$ cat src/rtl/pipe_hazard_ctrl.sv
// Stall/flush controller for the 7-stage core: pipeline-register write enables,
// flushes, exception/eret redirect, a pending-icache-fill wait state and perf counters.
module pipe_hazard_ctrl #(
  parameter int CNT_W = 32
) (
  input  logic             clk,
  input  logic             rst,
  input  logic             icache_stall,
  input  logic             dcache_stall,
  input  logic             div_busy,
  input  logic             load_use,
  input  logic             MEM1_ex,
  input  logic             MEM1_eret,
  output logic             PC_Wr,
  output logic             PF_IFWr,
  output logic             IF_IDWr,
  output logic             ID_EXWr,
  output logic             EX_MEM1Wr,
  output logic             MEM1_MEM2Wr,
  output logic             MEM2_WBWr,
  output logic             PF_Flush,
  output logic             IF_Flush,
  output logic             ID_Flush,
  output logic             EX_Flush,
  output logic             MEM1_Flush,
  output logic             MEM2_Flush,
  output logic             redirect,
  output logic [CNT_W-1:0] stall_cnt,
  output logic [CNT_W-1:0] redir_cnt
);

  localparam logic [0:0] RUN     = 1'b0;
  localparam logic [0:0] WAIT_IC = 1'b1;

  localparam logic [CNT_W-1:0] CNT_ONE = {{(CNT_W-1){1'b0}}, 1'b1};
  localparam logic [CNT_W-1:0] CNT_MAX = {CNT_W{1'b1}};

  logic [0:0] state;
  logic [0:0] state_nxt;
  logic       stall_inc;
  logic       redir_inc;

  always_comb begin
    // NOTE: every output gets a default before any branch so no path leaves a
    // signal unassigned, which would otherwise infer a latch.
    PC_Wr       = 1'b1;
    PF_IFWr     = 1'b1;
    IF_IDWr     = 1'b1;
    ID_EXWr     = 1'b1;
    EX_MEM1Wr   = 1'b1;
    MEM1_MEM2Wr = 1'b1;
    MEM2_WBWr   = 1'b1;
    PF_Flush    = 1'b0;
    IF_Flush    = 1'b0;
    ID_Flush    = 1'b0;
    EX_Flush    = 1'b0;
    MEM1_Flush  = 1'b0;
    MEM2_Flush  = 1'b0;
    redirect    = 1'b0;
    redir_inc   = 1'b0;
    state_nxt   = state;

    if (rst) begin
      {PC_Wr, PF_IFWr, IF_IDWr, ID_EXWr, EX_MEM1Wr, MEM1_MEM2Wr, MEM2_WBWr} = '0;
      {PF_Flush, IF_Flush, ID_Flush, EX_Flush, MEM1_Flush, MEM2_Flush}     = '1;
      state_nxt = RUN;
    end else if (state == RUN) begin
      if (dcache_stall) begin
        // The older MEM2 access must retire before any MEM1 redirect is taken.
        {PC_Wr, PF_IFWr, IF_IDWr, ID_EXWr, EX_MEM1Wr, MEM1_MEM2Wr, MEM2_WBWr} = '0;
        MEM2_Flush = 1'b1;
      end else if (MEM1_ex || MEM1_eret) begin
        redirect   = 1'b1;
        redir_inc  = 1'b1;
        {PF_Flush, IF_Flush, ID_Flush, EX_Flush, MEM1_Flush} = '1;
        if (icache_stall) state_nxt = WAIT_IC;
      end else if (div_busy) begin
        {PC_Wr, PF_IFWr, IF_IDWr, ID_EXWr} = '0;
        EX_Flush = 1'b1;
      end else if (load_use) begin
        {PC_Wr, PF_IFWr, IF_IDWr} = '0;
        ID_Flush = 1'b1;
      end else if (icache_stall) begin
        {PC_Wr, PF_IFWr} = '0;
        IF_Flush = 1'b1;
      end
    end else begin
      // Fill in flight cannot be aborted; its data is discarded through PF/IF flushes,
      // which also stay set in the exit cycle.
      PC_Wr    = 1'b0;
      PF_IFWr  = 1'b0;
      PF_Flush = 1'b1;
      IF_Flush = 1'b1;
      if (dcache_stall) begin
        {IF_IDWr, ID_EXWr, EX_MEM1Wr, MEM1_MEM2Wr, MEM2_WBWr} = '0;
        MEM2_Flush = 1'b1;
      end else if (div_busy) begin
        {IF_IDWr, ID_EXWr} = '0;
        EX_Flush = 1'b1;
      end else if (load_use) begin
        IF_IDWr  = 1'b0;
        ID_Flush = 1'b1;
      end
      if (!icache_stall) state_nxt = RUN;
    end
  end

  assign stall_inc = !rst && (state == RUN) && !PC_Wr;

  always_ff @(posedge clk) begin
    // NOTE: registered state uses non-blocking assignments so every flop samples
    // pre-edge values regardless of statement order.
    if (rst) begin
      state     <= RUN;
      stall_cnt <= '0;
      redir_cnt <= '0;
    end else begin
      state <= state_nxt;
      if (stall_inc && stall_cnt != CNT_MAX) stall_cnt <= stall_cnt + CNT_ONE;
      if (redir_inc && redir_cnt != CNT_MAX) redir_cnt <= redir_cnt + CNT_ONE;
    end
  end

endmodule

$ cat config.mk
export PLATFORM = sky130hd
export DESIGN_NAME = pipe_hazard_ctrl
export DESIGN_NICKNAME = d
export VERILOG_FILES = /design/src/rtl/pipe_hazard_ctrl.sv
export SDC_FILE = /design/constraint.sdc
export NUM_CORES = 1
export LEC_CHECK = 0
export CORE_ASPECT_RATIO = 0.5
export CORE_MARGIN = 2
export CORE_UTILIZATION = 49
export DETAILED_ROUTE_END_ITERATION = 8
export PLACE_DENSITY_LB_ADDON = 0.05
export SYNTH_ARGS = -nofsm -noshare
export SYNTH_HDL_FRONTEND = slang
export SYNTH_SLANG_ARGS = --single-unit
$ cat constraint.sdc
create_clock -name clk -period 2.5 [get_ports clk]
set_input_delay 0.375 -clock clk [delete_from_list [all_inputs] [get_ports clk]]
set_output_delay 0.375 -clock clk [all_outputs]
set_load 0.1 [all_outputs]
==> impl_summary.log, run 1 <==
[metrics] result of the run: complete, no violations
[metrics] Crit Path Category: in2out
[metrics] top-area cell type share of the netlist area: 37.9%
[metrics] wire length of the first global-routing pass: 15,300 µm
[metrics] Arrival @ worst endpoint: 2.04 ns
[metrics] Buffers & Inverters on Critical Path: 2
[metrics] effective utilization at floorplan: 51.0%
[metrics] clock tree from TritonCTS: done
[metrics] setup slack after placement: -0.138 ns
[metrics] CP Launch Type: input port
[metrics] clock net sink count: 65
[metrics] placed cell area: 0.00452 mm²
[metrics] synth cell count leaders: dfxtp_1, a21oi_1, or3_1
[metrics] layout overhead on the synthesized area: 41.4%
[metrics] number of max-capacitance violations reported: 0
[metrics] highest achievable clock rate: 414 MHz
[metrics] Max-slew headroom: 50.8%
[metrics] Power, Total: 2.69 mW
[metrics] final hold vios: 0
[metrics] core region area: 0.00673 mm²
[metrics] startpoint of the lowest-slack register-to-register path: redir_cnt[17]$_SDFFE_PP0P_
[metrics] cell total after placement: 588
[metrics] I/O Buffers: 85
[metrics] non-filler instance count after layout: 605
[metrics] CP Max Fanout: 6
[metrics] period utilisation layout: 96.5%
[metrics] maximum resistive drop on vdd: 427 µV
[metrics] post-synthesis sequential element count: 65
[metrics] final number of max-transition violations: 0
[metrics] cell breakdown of the critical path: clkdlybuf4s50_1 -> or3_4 -> or2_2 -> o31ai_2 -> buf_12
[metrics] number of synthesized flops with an enable pin: 0
[metrics] final setup fails: 0
[metrics] slew of the pin with the lowest slew margin: 0.736 ns
[metrics] min-delay src: redir_cnt[8]$_SDFFE_PP0P_
[metrics] Post-Synthesis Cell Area: 0.00343 mm²
[metrics] root buf cell: clkbuf_16
[metrics] total vias in the final route: 3,593
[metrics] mean area per synthesized cell: 8.31 µm²
[metrics] cell type group with the largest total delay on the critical path: simple AND/OR/NAND/NOR gates
[metrics] initial antenna violation count: 0
[metrics] number of distinct library cells after synthesis: 51
[metrics] net count of the mapped netlist: 423
[metrics] slack of the critical path: 0.0871 ns
[metrics] Critical Path Sink Type: primary output
[metrics] number of nets at the end of the flow: 518
[metrics] placed wire-length estimate: 6440 µm
[metrics] Die Area: 0.00773 mm²
[metrics] top_reg_cell synth: dfxtp_1
[metrics] GRT Util Overall: 24.9%
[metrics] power density over the cells: 554 mW/mm²
[metrics] share of the yosys chip area belonging to registers: 37.9%
[metrics] RSZ-0062 raised after global routing: no
[metrics] Tmin final: 2.41 ns
[metrics] horizontal die dimension: 122 µm
[metrics] detail-routed via count per cell: 5.94
[metrics] number of global-route vias before repair: 3,322
[metrics] clock buffers created by TritonCTS: 9
[metrics] post-route standard cell area excluding fillers: 0.00485 mm²
[metrics] largest net degree at the start of global routing: 76
[metrics] detailed-route wire length per cell: 15.1 µm
[metrics] layout cell share with drive strength beyond 1: 36.5%
[metrics] biggest area consumer among synthesized cells: dfxtp_1
[metrics] most repeated cell in the gate-level netlist after synthesis: dfxtp_1
[metrics] total global routing overflow: 0
[metrics] clock insertion delay at the later pin of the skew report: 0.33 ns
[metrics] Ant. Diodes: 0
[metrics] standard-cell row count: 21
[metrics] first-pass iteration count of the detailed router: 4
[metrics] highest cell delay on the worst timing path: 0.50 ns
[metrics] start point of the critical path: dcache_stall
[metrics] Static Leakage: 1.79 nW
[metrics] final clock skew: 0.00695 ns
[metrics] initial drt markers: 231
[metrics] clock transition time at the flip-flop clock pins of the worst setup and hold paths: 0.05 ns
[metrics] Synth area leaders: dfxtp_1, or3_1, a21oi_1
[metrics] Worst Hold Class: reg2reg
[metrics] CTS HTree Levels: 3
[metrics] number of standard cells after synthesis: 413
[metrics] number of nets with antenna violations after detailed routing: 0
[metrics] warning count from the yosys run: 0
[metrics] share of flip-flops with an asynchronous set or reset after synthesis: 0%
[metrics] Final Routed Wirelength: 9150 µm
[metrics] Vert. Die Dim: 63.2 µm
[metrics] final RePlAce weighted congestion: 0.821
[metrics] Crit-path slowest cell: clkdlybuf4s50_1
[metrics] required time of the worst setup path: 2.12 ns
[metrics] Residual DRC: 0
[metrics] maximum clock insertion buffer count: 2
[metrics] I/O Pins: 86
## routing by layer
metal	track usage, %	share of wire [%]	up-vias
met5	0	0	-
met2	43.4	51	93
met1	29.1	43	1729
li1	-	-	1763
met4	8.33	1.1	0
met3	7.52	4.6	8
## path summary, 6_finish.rpt
check | end | depth (start not counted) | slack, ns
max | ID_EXWr | 5 | 0.09
min | redir_cnt[8]$_SDFFE_PP0P_ | 1 | 0.47
max reg2reg | redir_cnt[17]$_SDFFE_PP0P_ | 6 | 0.22
min reg2reg | redir_cnt[8]$_SDFFE_PP0P_ | 1 | 0.47
## cell families (layout without fill, tap and decap cells)
family                     after synthesis  in the layout  synth area share [%]
xor gates and xnor gates                 6              6                  1.53
DFF                                     65             65                  37.9
AOI/OAI and AO/OA                      118            118                  21.0
adders and majority gates                2              2                 0.729
buffers and inverters                   35            135                  5.00
and+or+nand+nor                        181            181                  31.9
muxes                                    6              6                  1.90
## power by group
part           switching (mW)  internal [mW]
logic                   0.228          0.111
registers              0.0111           1.04
clock network           0.441          0.852
## final cells by class
| type | count | area [µm²] |
|---|---|---|
| Tap cell | 92 | 115 |
| Fill cell | 538 | 1880 |
| Clock inverter | 2 | 35.0 |
| Timing Repair Buffer | 109 | 1030 |
| Sequential cell | 65 | 1360 |
| Clock buffer | 14 | 274 |
| Multi-Input combinational cell | 313 | 1990 |
| Inverter | 10 | 45.0 |
## through the flow
step / util [%] / hold slack [ns] / TNS (ns)
global route: 72.1 / 0.495 / 0
CTS: 71.7 / 0.462 / 0
floorplan: - / 0.529 / -0.285
finish: 72.1 / 0.466 / 0
detailed placement: 67.2 / 0.449 / -0.853
global placement: 67.2 / 0.438 / -0.0649
## registers in the layout, summed over array words and instances (netlist names)
name	cells
redir_cnt	32
stall_cnt	32
state	1
## worst register-to-register path: cells and delay by family (launching register included)
family / cells / cell delay [ns]
buffers and inverters: 1 / 0.23
AND/OR/NAND/NOR: 3 / 0.70
XOR/XNOR: 1 / 0.15
AO/OA/AOI/OAI: 1 / 0.70
flip-flops: 1 / 0.37
## layout by cell type, fill, tap and decap left out, drive strengths merged, types with 2 or more instances in the layout
cell type	synthesis	routed
a21o	3	3
a21oi	46	46
and2	2	2
and3	9	9
and4	8	8
buf	12	103
clkbuf	13	14
clkdlybuf4s50	0	6
clkinvlp	0	2
dfxtp	65	65
ha	2	2
inv	10	8
mux2	4	4
mux2i	2	2
nand2	22	22
nand3	25	25
nand4	17	17
nor2	19	19
nor2b	5	5
nor3	5	5
nor4	9	9
o2111ai	2	2
o211ai	2	2
o21ai	38	38
o21ba	3	3
o31a	3	3
o31ai	12	12
o41ai	3	3
or2	3	3
or3	40	40
or4	11	11
xor2	5	5
## repair_timing
| item | 4_1_cts | 5_1_grt |
|---|---|---|
| setup endpoints to repair | 0 | 10 |
| hold buffers | 0 | 0 |
| setup buffers | 0 | 1 |
| resized for setup | 0 | 1 |
(Power assumes the default switching activity.)
==> run 2: changes to the inputs <==
Settings changed: ABC_CLOCK_PERIOD_IN_PS set to 2500.
==> results of run 2 <==
Same layout as run 1: the final DEF is identical, and so are final timing and power.
==> run 3: changes to the inputs <==
Settings changed: SLEW_MARGIN set to 20.
==> results of run 3 <==
Same layout as run 1: the final DEF is identical, and so are final timing and power.
